[src/rtl/npc_predict_unit_pkg.sv]
// Shared encodings for the fetch next-PC predictor.
// NPC op codes match the EX control encoding; BTB types tag stored entries.
package npc_predict_unit_pkg;

  localparam logic [1:0] NPC_PLUS4  = 2'b00;
  localparam logic [1:0] NPC_BRANCH = 2'b01;
  localparam logic [1:0] NPC_JUMP   = 2'b10;
  localparam logic [1:0] NPC_JALR   = 2'b11;

  localparam logic [1:0] BTB_TYPE_BR   = 2'b00;
  localparam logic [1:0] BTB_TYPE_JAL  = 2'b01;
  localparam logic [1:0] BTB_TYPE_JALR = 2'b10;

  function automatic logic [1:0] btb_type_of(
    input logic [1:0] npcop
  );
    logic [1:0] t;
    t = BTB_TYPE_BR;
    unique case (npcop)
      NPC_JUMP: t = BTB_TYPE_JAL;
      NPC_JALR: t = BTB_TYPE_JALR;
      default:  t = BTB_TYPE_BR;
    endcase
    return t;
  endfunction

  // Unconditional jumps always follow the target once they are in the BTB.
  function automatic logic pred_taken(
    input logic [1:0] typ,
    input logic       ctr_msb
  );
    return (typ == BTB_TYPE_JAL) |
           (typ == BTB_TYPE_JALR) |
           ctr_msb;
  endfunction

endpackage

[src/rtl/npc_predict_unit_btb.sv]
// Direct-mapped BTB storage: valid/tag/target/type/counter arrays.
// Comb lookup port for IF, comb probe port for EX, one sync write port.
module npc_predict_unit_btb
  import npc_predict_unit_pkg::*;
#(
  parameter int XLEN     = 32,
  parameter int ENTRIES  = 16,
  parameter int CTR_BITS = 2,
  parameter int IDX      = $clog2(ENTRIES),
  parameter int TAGW     = XLEN - IDX - 2
) (
  input  logic                clk,
  input  logic                rst,
  input  logic [IDX-1:0]      rd_idx,
  output logic                rd_valid,
  output logic [TAGW-1:0]     rd_tag,
  output logic [XLEN-1:0]     rd_target,
  output logic [1:0]          rd_type,
  output logic [CTR_BITS-1:0] rd_ctr,
  input  logic [IDX-1:0]      pr_idx,
  output logic                pr_valid,
  output logic [TAGW-1:0]     pr_tag,
  output logic [CTR_BITS-1:0] pr_ctr,
  input  logic                wr_en,
  input  logic [IDX-1:0]      wr_idx,
  input  logic [TAGW-1:0]     wr_tag,
  input  logic                wr_tgt_en,
  input  logic [XLEN-1:0]     wr_target,
  input  logic [1:0]          wr_type,
  input  logic [CTR_BITS-1:0] wr_ctr
);

  localparam logic [CTR_BITS-1:0] CTR_WNT =
    CTR_BITS'(1) << (CTR_BITS - 2);

  logic [ENTRIES-1:0]  valid_q;
  logic [TAGW-1:0]     tag_q    [ENTRIES];
  logic [XLEN-1:0]     target_q [ENTRIES];
  logic [1:0]          type_q   [ENTRIES];
  logic [CTR_BITS-1:0] ctr_q    [ENTRIES];

  assign rd_valid  = valid_q[rd_idx];
  assign rd_tag    = tag_q[rd_idx];
  assign rd_target = target_q[rd_idx];
  assign rd_type   = type_q[rd_idx];
  assign rd_ctr    = ctr_q[rd_idx];

  assign pr_valid  = valid_q[pr_idx];
  assign pr_tag    = tag_q[pr_idx];
  assign pr_ctr    = ctr_q[pr_idx];

  always_ff @(posedge clk) begin
    if (rst) begin
      valid_q <= '0;
      for (int i = 0; i < ENTRIES; i++) begin
        ctr_q[i] <= CTR_WNT;
      end
    end else if (wr_en) begin
      valid_q[wr_idx] <= 1'b1;
      ctr_q[wr_idx]   <= wr_ctr;
    end
  end

  // Payload needs no reset: it is only read behind a valid bit.
  always_ff @(posedge clk) begin
    if (!rst && wr_en) begin
      tag_q[wr_idx] <= wr_tag;
      if (wr_tgt_en) begin
        target_q[wr_idx] <= wr_target;
        type_q[wr_idx]   <= wr_type;
      end
    end
  end

endmodule

[src/rtl/npc_predict_unit.sv]
// Fetch PC register with BTB-based next-PC prediction.
// EX resolves branch/jal/jalr, redirects fetch and trains the BTB.
module npc_predict_unit
  import npc_predict_unit_pkg::*;
#(
  parameter int              XLEN        = 32,
  parameter int              BTB_ENTRIES = 16,
  parameter int              CTR_BITS    = 2,
  parameter logic [XLEN-1:0] RESET_PC    = '0
) (
  input  logic            clk,
  input  logic            rst,
  input  logic            stall,
  output logic [XLEN-1:0] if_pc,
  output logic [XLEN-1:0] if_pred_npc,
  input  logic            ex_valid,
  input  logic [XLEN-1:0] ex_pc,
  input  logic [1:0]      ex_npcop,
  input  logic [XLEN-1:0] ex_imm,
  input  logic [XLEN-1:0] ex_alu_c,
  input  logic            ex_branch,
  input  logic [XLEN-1:0] ex_pred_npc,
  output logic            flush,
  output logic [XLEN-1:0] redirect_pc
);

  localparam int IDX  = $clog2(BTB_ENTRIES);
  localparam int TAGW = XLEN - IDX - 2;

  localparam logic [CTR_BITS-1:0] CTR_MAX = '1;
  localparam logic [CTR_BITS-1:0] CTR_MIN = '0;
  localparam logic [CTR_BITS-1:0] CTR_WT  =
    CTR_BITS'(1) << (CTR_BITS - 1);

  logic                rd_valid;
  logic [TAGW-1:0]     rd_tag;
  logic [XLEN-1:0]     rd_target;
  logic [1:0]          rd_type;
  logic [CTR_BITS-1:0] rd_ctr;
  logic                pr_valid;
  logic [TAGW-1:0]     pr_tag;
  logic [CTR_BITS-1:0] pr_ctr;

  logic                wr_en;
  logic                wr_tgt_en;
  logic [CTR_BITS-1:0] wr_ctr;

  logic            if_hit;
  logic            ex_hit;
  logic            taken;
  logic [XLEN-1:0] ex_plus4;
  logic [XLEN-1:0] br_off;
  logic [XLEN-1:0] jal_off;
  logic            is_br;
  logic            is_jal;
  logic            is_jalr;

  logic unused_bits;
  assign unused_bits = ^{ex_imm[1:0], ex_imm[XLEN-1:21],
                         ex_alu_c[1:0]};

  npc_predict_unit_btb #(
    .XLEN     (XLEN),
    .ENTRIES  (BTB_ENTRIES),
    .CTR_BITS (CTR_BITS)
  ) u_btb (
    .clk       (clk),
    .rst       (rst),
    .rd_idx    (if_pc[IDX+1:2]),
    .rd_valid  (rd_valid),
    .rd_tag    (rd_tag),
    .rd_target (rd_target),
    .rd_type   (rd_type),
    .rd_ctr    (rd_ctr),
    .pr_idx    (ex_pc[IDX+1:2]),
    .pr_valid  (pr_valid),
    .pr_tag    (pr_tag),
    .pr_ctr    (pr_ctr),
    .wr_en     (wr_en),
    .wr_idx    (ex_pc[IDX+1:2]),
    .wr_tag    (ex_pc[XLEN-1:IDX+2]),
    .wr_tgt_en (wr_tgt_en),
    .wr_target (redirect_pc),
    .wr_type   (btb_type_of(ex_npcop)),
    .wr_ctr    (wr_ctr)
  );

  assign if_hit = rd_valid & (rd_tag == if_pc[XLEN-1:IDX+2]);

  assign if_pred_npc =
    (if_hit & pred_taken(rd_type, rd_ctr[CTR_BITS-1]))
      ? rd_target : if_pc + XLEN'(4);

  assign is_br   = (ex_npcop == NPC_BRANCH);
  assign is_jal  = (ex_npcop == NPC_JUMP);
  assign is_jalr = (ex_npcop == NPC_JALR);

  assign ex_plus4 = ex_pc + XLEN'(4);
  assign br_off   = {{(XLEN-13){ex_imm[12]}},
                     ex_imm[12:2], 2'b00};
  assign jal_off  = {{(XLEN-21){ex_imm[20]}},
                     ex_imm[20:2], 2'b00};

  always_comb begin
    redirect_pc = ex_plus4;
    taken       = 1'b0;
    unique case (1'b1)
      is_br: begin
        taken       = ex_branch;
        redirect_pc = ex_branch ? ex_pc + br_off : ex_plus4;
      end
      is_jal: begin
        taken       = 1'b1;
        redirect_pc = ex_pc + jal_off;
      end
      is_jalr: begin
        taken       = 1'b1;
        redirect_pc = {ex_alu_c[XLEN-1:2], 2'b00};
      end
      default: begin
        taken       = 1'b0;
        redirect_pc = ex_plus4;
      end
    endcase
  end

  assign flush = !rst & ex_valid & (redirect_pc != ex_pred_npc);

  assign ex_hit = pr_valid & (pr_tag == ex_pc[XLEN-1:IDX+2]);

  // Hits always train the counter; misses allocate only when taken.
  always_comb begin
    wr_en     = 1'b0;
    wr_tgt_en = 1'b0;
    wr_ctr    = pr_ctr;
    if (ex_valid && !rst && ex_npcop != NPC_PLUS4) begin
      if (ex_hit) begin
        wr_en     = 1'b1;
        wr_tgt_en = taken;
        if (taken) begin
          wr_ctr = (pr_ctr == CTR_MAX) ? pr_ctr : pr_ctr + 1'b1;
        end else begin
          wr_ctr = (pr_ctr == CTR_MIN) ? pr_ctr : pr_ctr - 1'b1;
        end
      end else if (taken) begin
        wr_en     = 1'b1;
        wr_tgt_en = 1'b1;
        wr_ctr    = CTR_WT;
      end
    end
  end

  always_ff @(posedge clk) begin
    if (rst) begin
      if_pc <= RESET_PC;
    end else if (flush) begin
      if_pc <= redirect_pc;
    end else if (!stall) begin
      if_pc <= if_pred_npc;
    end
  end

endmodule

[config.mk]
export PLATFORM = sky130hd
export DESIGN_NAME = npc_predict_unit
export DESIGN_NICKNAME = d
export VERILOG_FILES = /design/src/rtl/npc_predict_unit_pkg.sv /design/src/rtl/npc_predict_unit_btb.sv /design/src/rtl/npc_predict_unit.sv
export SDC_FILE = /design/constraint.sdc
export NUM_CORES = 1
export LEC_CHECK = 0
export ABC_AREA = 1
export CAP_MARGIN = 15
export CORE_MARGIN = 1
export CORE_UTILIZATION = 30
export DETAILED_ROUTE_END_ITERATION = 7
export GPL_TIMING_DRIVEN = 1
export HOLD_SLACK_MARGIN = 0.15
export PLACE_DENSITY = 0.52
export SLEW_MARGIN = 15
export SYNTH_ARGS = -nofsm -noshare
export SYNTH_HDL_FRONTEND = slang
export SYNTH_SLANG_ARGS = --single-unit
[constraint.sdc]
create_clock -name clk -period 15.92 [get_ports clk]
set_input_delay 3.184 -clock clk [delete_from_list [all_inputs] [get_ports clk]]
set_output_delay 3.184 -clock clk [all_outputs]
set_load 0.01 [all_outputs]
==> reports/metrics.cfg <==
[clocking]
tritoncts_sinks = 1044
ctsRootBufferMaster = sky130_fd_sc_hd__clkbuf_16
h-tree-depth = 3
cts_post_setup_buffers_inserted = 0
path_clk_slew_ns = 0.06
hold_buffers = 0
ctsResizeCount = 0
cts_tree = yes
number_of_clock_buffers_inserted_by_tritoncts = 113
cts-root-to-sink-buffers = 3
worstSkewPairLatency_ns = 0.76

[route]
detail_route.first_pass.iterations = 8
routedWlPerCell_um = 24.6
detail_route.vias_per_cell = 5.29
totalWireLength_mm = 207
antenna_violating_nets_post_route = 0
dr_total_vias = 44600
post-route-drc-count = 26
drt_iter0_drc = 4980

[logic_synthesis]
yosys-mux-area-fraction = 0.000187
synth_area_mm2 = 0.0535
synth.distinct_cells = 58
synth_top_family_by_area = simple AND/OR/NAND/NOR gates
synthesis.nets = 6040
adder_cell_share_of_the_synthesized_area = 0.0125
yosys.area_share.simple = 0.179
yosys_register_bits = 1044
synth-edff-count = 992
synth.yosys.warnings = 0
async_reset_ff_frac = 0
ys_dominant_reg_cell = sky130_fd_sc_hd__edfxtp_1
syn-mean-instance-area_um2 = 9.14
synth_compound_area_frac = 0.155
synth_xor_xnor_area_share = 0.00999
synth_seq_area_share = 0.576
synthesis.instances = 5852

[floorplanning]
core_region_area_mm2 = 0.177
dieWidth_um = 424
row_count = 154
die_area_mm2 = 0.180
floorplan.io_pins = 232
fp.dieH_um = 424
initial_cell_density_of_the_core = 0.303

[hold_path]
instance_count_along_the_most_critical_hold_path = 2
min-delay-path-class = flip-flop to flip-flop

[cells_and_area]
most-common-layout-cells = 999 x sky130_fd_sc_hd__nand2_1, 992 x sky130_fd_sc_hd__edfxtp_1, 884 x sky130_fd_sc_hd__o21ai_0
final_common_cell = sky130_fd_sc_hd__nand2_1
drive_gt1_frac = 0.0629
area_growth_syn_to_layout_pct = 15.6
finalNetCount = 6164

[setup_path]
worst-endpoint-arrival_ns = 9.14
timing.critical_path.fanout_max = 65
timing.critical_path.required_ns = 12.74
setup.worst_path.start_class = input pin
critical_path.endpoint_type = output pin
path_class = input pin to output pin
worst-r2r-cell-count = 18

[grt]
grt_remaining_overflow = 0
via_count_of_the_first_global_routing_pass = 41900
grt_max_degree = 175
first_pass_grt_wire_length_mm = 294
gr-usage-all-layers = 0.224
grt_antenna_before_repair = 15

[placement]
hpwlAfterDp_mm = 131
gp_congestion = 0.938
port-buffer-count = 216

[pwr]
vdd_drop_max_v = 0.0000884
swShare = 0.289
leakage_uw = 0.0225
power_frac_seq = 0.460
power.share.combinational = 0.162
pwr_density_cell_mw_per_mm2 = 109
p_total_uw = 6760
total_switching_power_uw = 1960
power.internal_uw = 4800
power.clock.fraction = 0.378

[timing]
timing.final.max_slew_violations = 0
rsz_0062_raised_after_global_routing = false
relative_slew_slack = 0.213
timing.clock.skew_ns = 0.0642
max_slew.worst_pin.slew_ns = 1.18
timing.fmax_ghz = 0.0811
period_minus_slack_ns = 12.33
final_tns_setup_ns = 0
post-route-period-util = 0.774
finalSetupViolations = 0
timing.final.hold_violations = 0

[status]
run_status = finished, violations left
failed_checks = design-rule violations

[flow_run]
cap_viol_max_count = 0

## metrics by stage
stage | setup slack [ns] | area (um^2) | hold slack [ns] | std cells | utilization
CTS | 3.57 | 61800 | 0.471 | 8412 | 0.350
global placement | 3.60 | 58200 | 0.455 | 8201 | 0.330
floorplan | 6.58 | 53500 | 0.444 | 5852 | -
detailed placement | 3.59 | 58200 | 0.462 | 8201 | 0.330
finish | 3.59 | 61800 | 0.473 | 8417 | 0.350
global route | 3.14 | 61800 | 0.494 | 8413 | 0.350
## critical path, stage by stage
cell and delay (ns):
sky130_fd_sc_hd__clkdlybuf4s50_1 0.75, sky130_fd_sc_hd__ha_1 0.55, sky130_fd_sc_hd__nand2_1 0.19, sky130_fd_sc_hd__nor2_2 0.35, sky130_fd_sc_hd__nand3_1 0.12, sky130_fd_sc_hd__nand3_1 0.37, sky130_fd_sc_hd__nand2_1 0.13, sky130_fd_sc_hd__nand3b_1 0.11
sky130_fd_sc_hd__nand3_1 0.16, sky130_fd_sc_hd__nand4_1 0.24, sky130_fd_sc_hd__buf_4 0.31, sky130_fd_sc_hd__inv_1 0.09, sky130_fd_sc_hd__nand2_1 0.07, sky130_fd_sc_hd__nand2_1 0.06, sky130_fd_sc_hd__nor2_1 0.28, sky130_fd_sc_hd__nand2_1 0.12
sky130_fd_sc_hd__nor2_1 0.16, sky130_fd_sc_hd__nand3_2 0.09, sky130_fd_sc_hd__buf_4 0.28, sky130_fd_sc_hd__nand2_2 0.11, sky130_fd_sc_hd__buf_4 0.61, sky130_fd_sc_hd__inv_1 0.20, sky130_fd_sc_hd__clkdlybuf4s50_1 0.53
## cell usage after synthesis, types with 15 or more instances
master / instances / area (um^2)
sky130_fd_sc_hd__nand3_1: 338 / 1690
sky130_fd_sc_hd__clkbuf_1: 201 / 754
sky130_fd_sc_hd__inv_1: 536 / 2010
sky130_fd_sc_hd__buf_4: 17 / 128
sky130_fd_sc_hd__xor2_1: 51 / 447
sky130_fd_sc_hd__buf_2: 94 / 470
sky130_fd_sc_hd__dfxtp_1: 52 / 1040
sky130_fd_sc_hd__o211ai_1: 81 / 608
sky130_fd_sc_hd__buf_1: 18 / 67.6
sky130_fd_sc_hd__ha_1: 52 / 651
sky130_fd_sc_hd__nand4_1: 71 / 444
sky130_fd_sc_hd__nand2_1: 999 / 3750
sky130_fd_sc_hd__a21oi_1: 325 / 1630
sky130_fd_sc_hd__o21ai_0: 884 / 4420
sky130_fd_sc_hd__nand3b_1: 16 / 120
sky130_fd_sc_hd__o221ai_1: 65 / 569
sky130_fd_sc_hd__o22ai_1: 100 / 626
sky130_fd_sc_hd__nor2_1: 763 / 2860
sky130_fd_sc_hd__o21ai_1: 15 / 75.1
sky130_fd_sc_hd__edfxtp_1: 992 / 29800
sky130_fd_sc_hd__nor3_1: 38 / 190
## cells by family after synthesis
logic type | Yosys count
AO/OA/AOI/OAI | 1513
buffers and inverters | 888
multiplexers | 1
flip-flops | 1044
adder cells (fa/ha/maj) | 53
AND/OR/NAND/NOR | 2292
XOR/XNOR | 61
## final cells by class
cell class	instances	area, um^2
Clock inverter	77	651
Timing Repair Buffer	347	3180
Sequential cell	1044	30800
Inverter	550	2080
Clock buffer	134	2910
Multi-Input combinational cell	3920	19200
Antenna cell	5	12.5
Tap cell	2340	2930
Fill cell	17700	115000
## sequential cells by signal, indices dropped and copies added, names as in the netlist, named ones only
| name | cells |
|---|---|
| u_btb.ctr_q | 32 |
| u_btb.tag_q | 416 |
| u_btb.type_q | 32 |
| u_btb.valid_q | 16 |
| u_btb.target_q | 512 |
| if_pc | 32 |
## metal layers
| layer | up-vias | share of wire | track usage |
|---|---|---|---|
| li1 | 20600 | - | - |
| met1 | 21700 | 0.42 | 0.302 |
| met2 | 1871 | 0.45 | 0.356 |
| met3 | 344 | 0.073 | 0.0308 |
| met4 | 14 | 0.047 | 0.102 |
| met5 | - | 0.00042 | 0 |
## power groups by stage
stage | registers, uW | clock network (uW) | logic [uW]
4_1_cts | 3110 | 2580 | 1090
3_3_place_gp | 3160 | 0 | 1080
5_1_grt | 3110 | 2680 | 1190
6_report | 3110 | 2550 | 1100
3_5_place_dp | 3170 | 0 | 1090
2_1_floorplan | 3150 | 0 | 614
## worst paths after layout
path / endpoint / slack (ns) / from
max: flush / 3.59 / ex_pc[11]
min: u_btb.valid_q[15]$_SDFFE_PP0P_ / 0.47 / u_btb.valid_q[15]$_SDFFE_PP0P_
max reg2reg: if_pc[12]$_SDFFE_PP0P_ / 9.77 / flip-flop
min reg2reg: u_btb.valid_q[15]$_SDFFE_PP0P_ / 0.47 / u_btb.valid_q[15]$_SDFFE_PP0P_
Power figures use the tool's default switching activity.
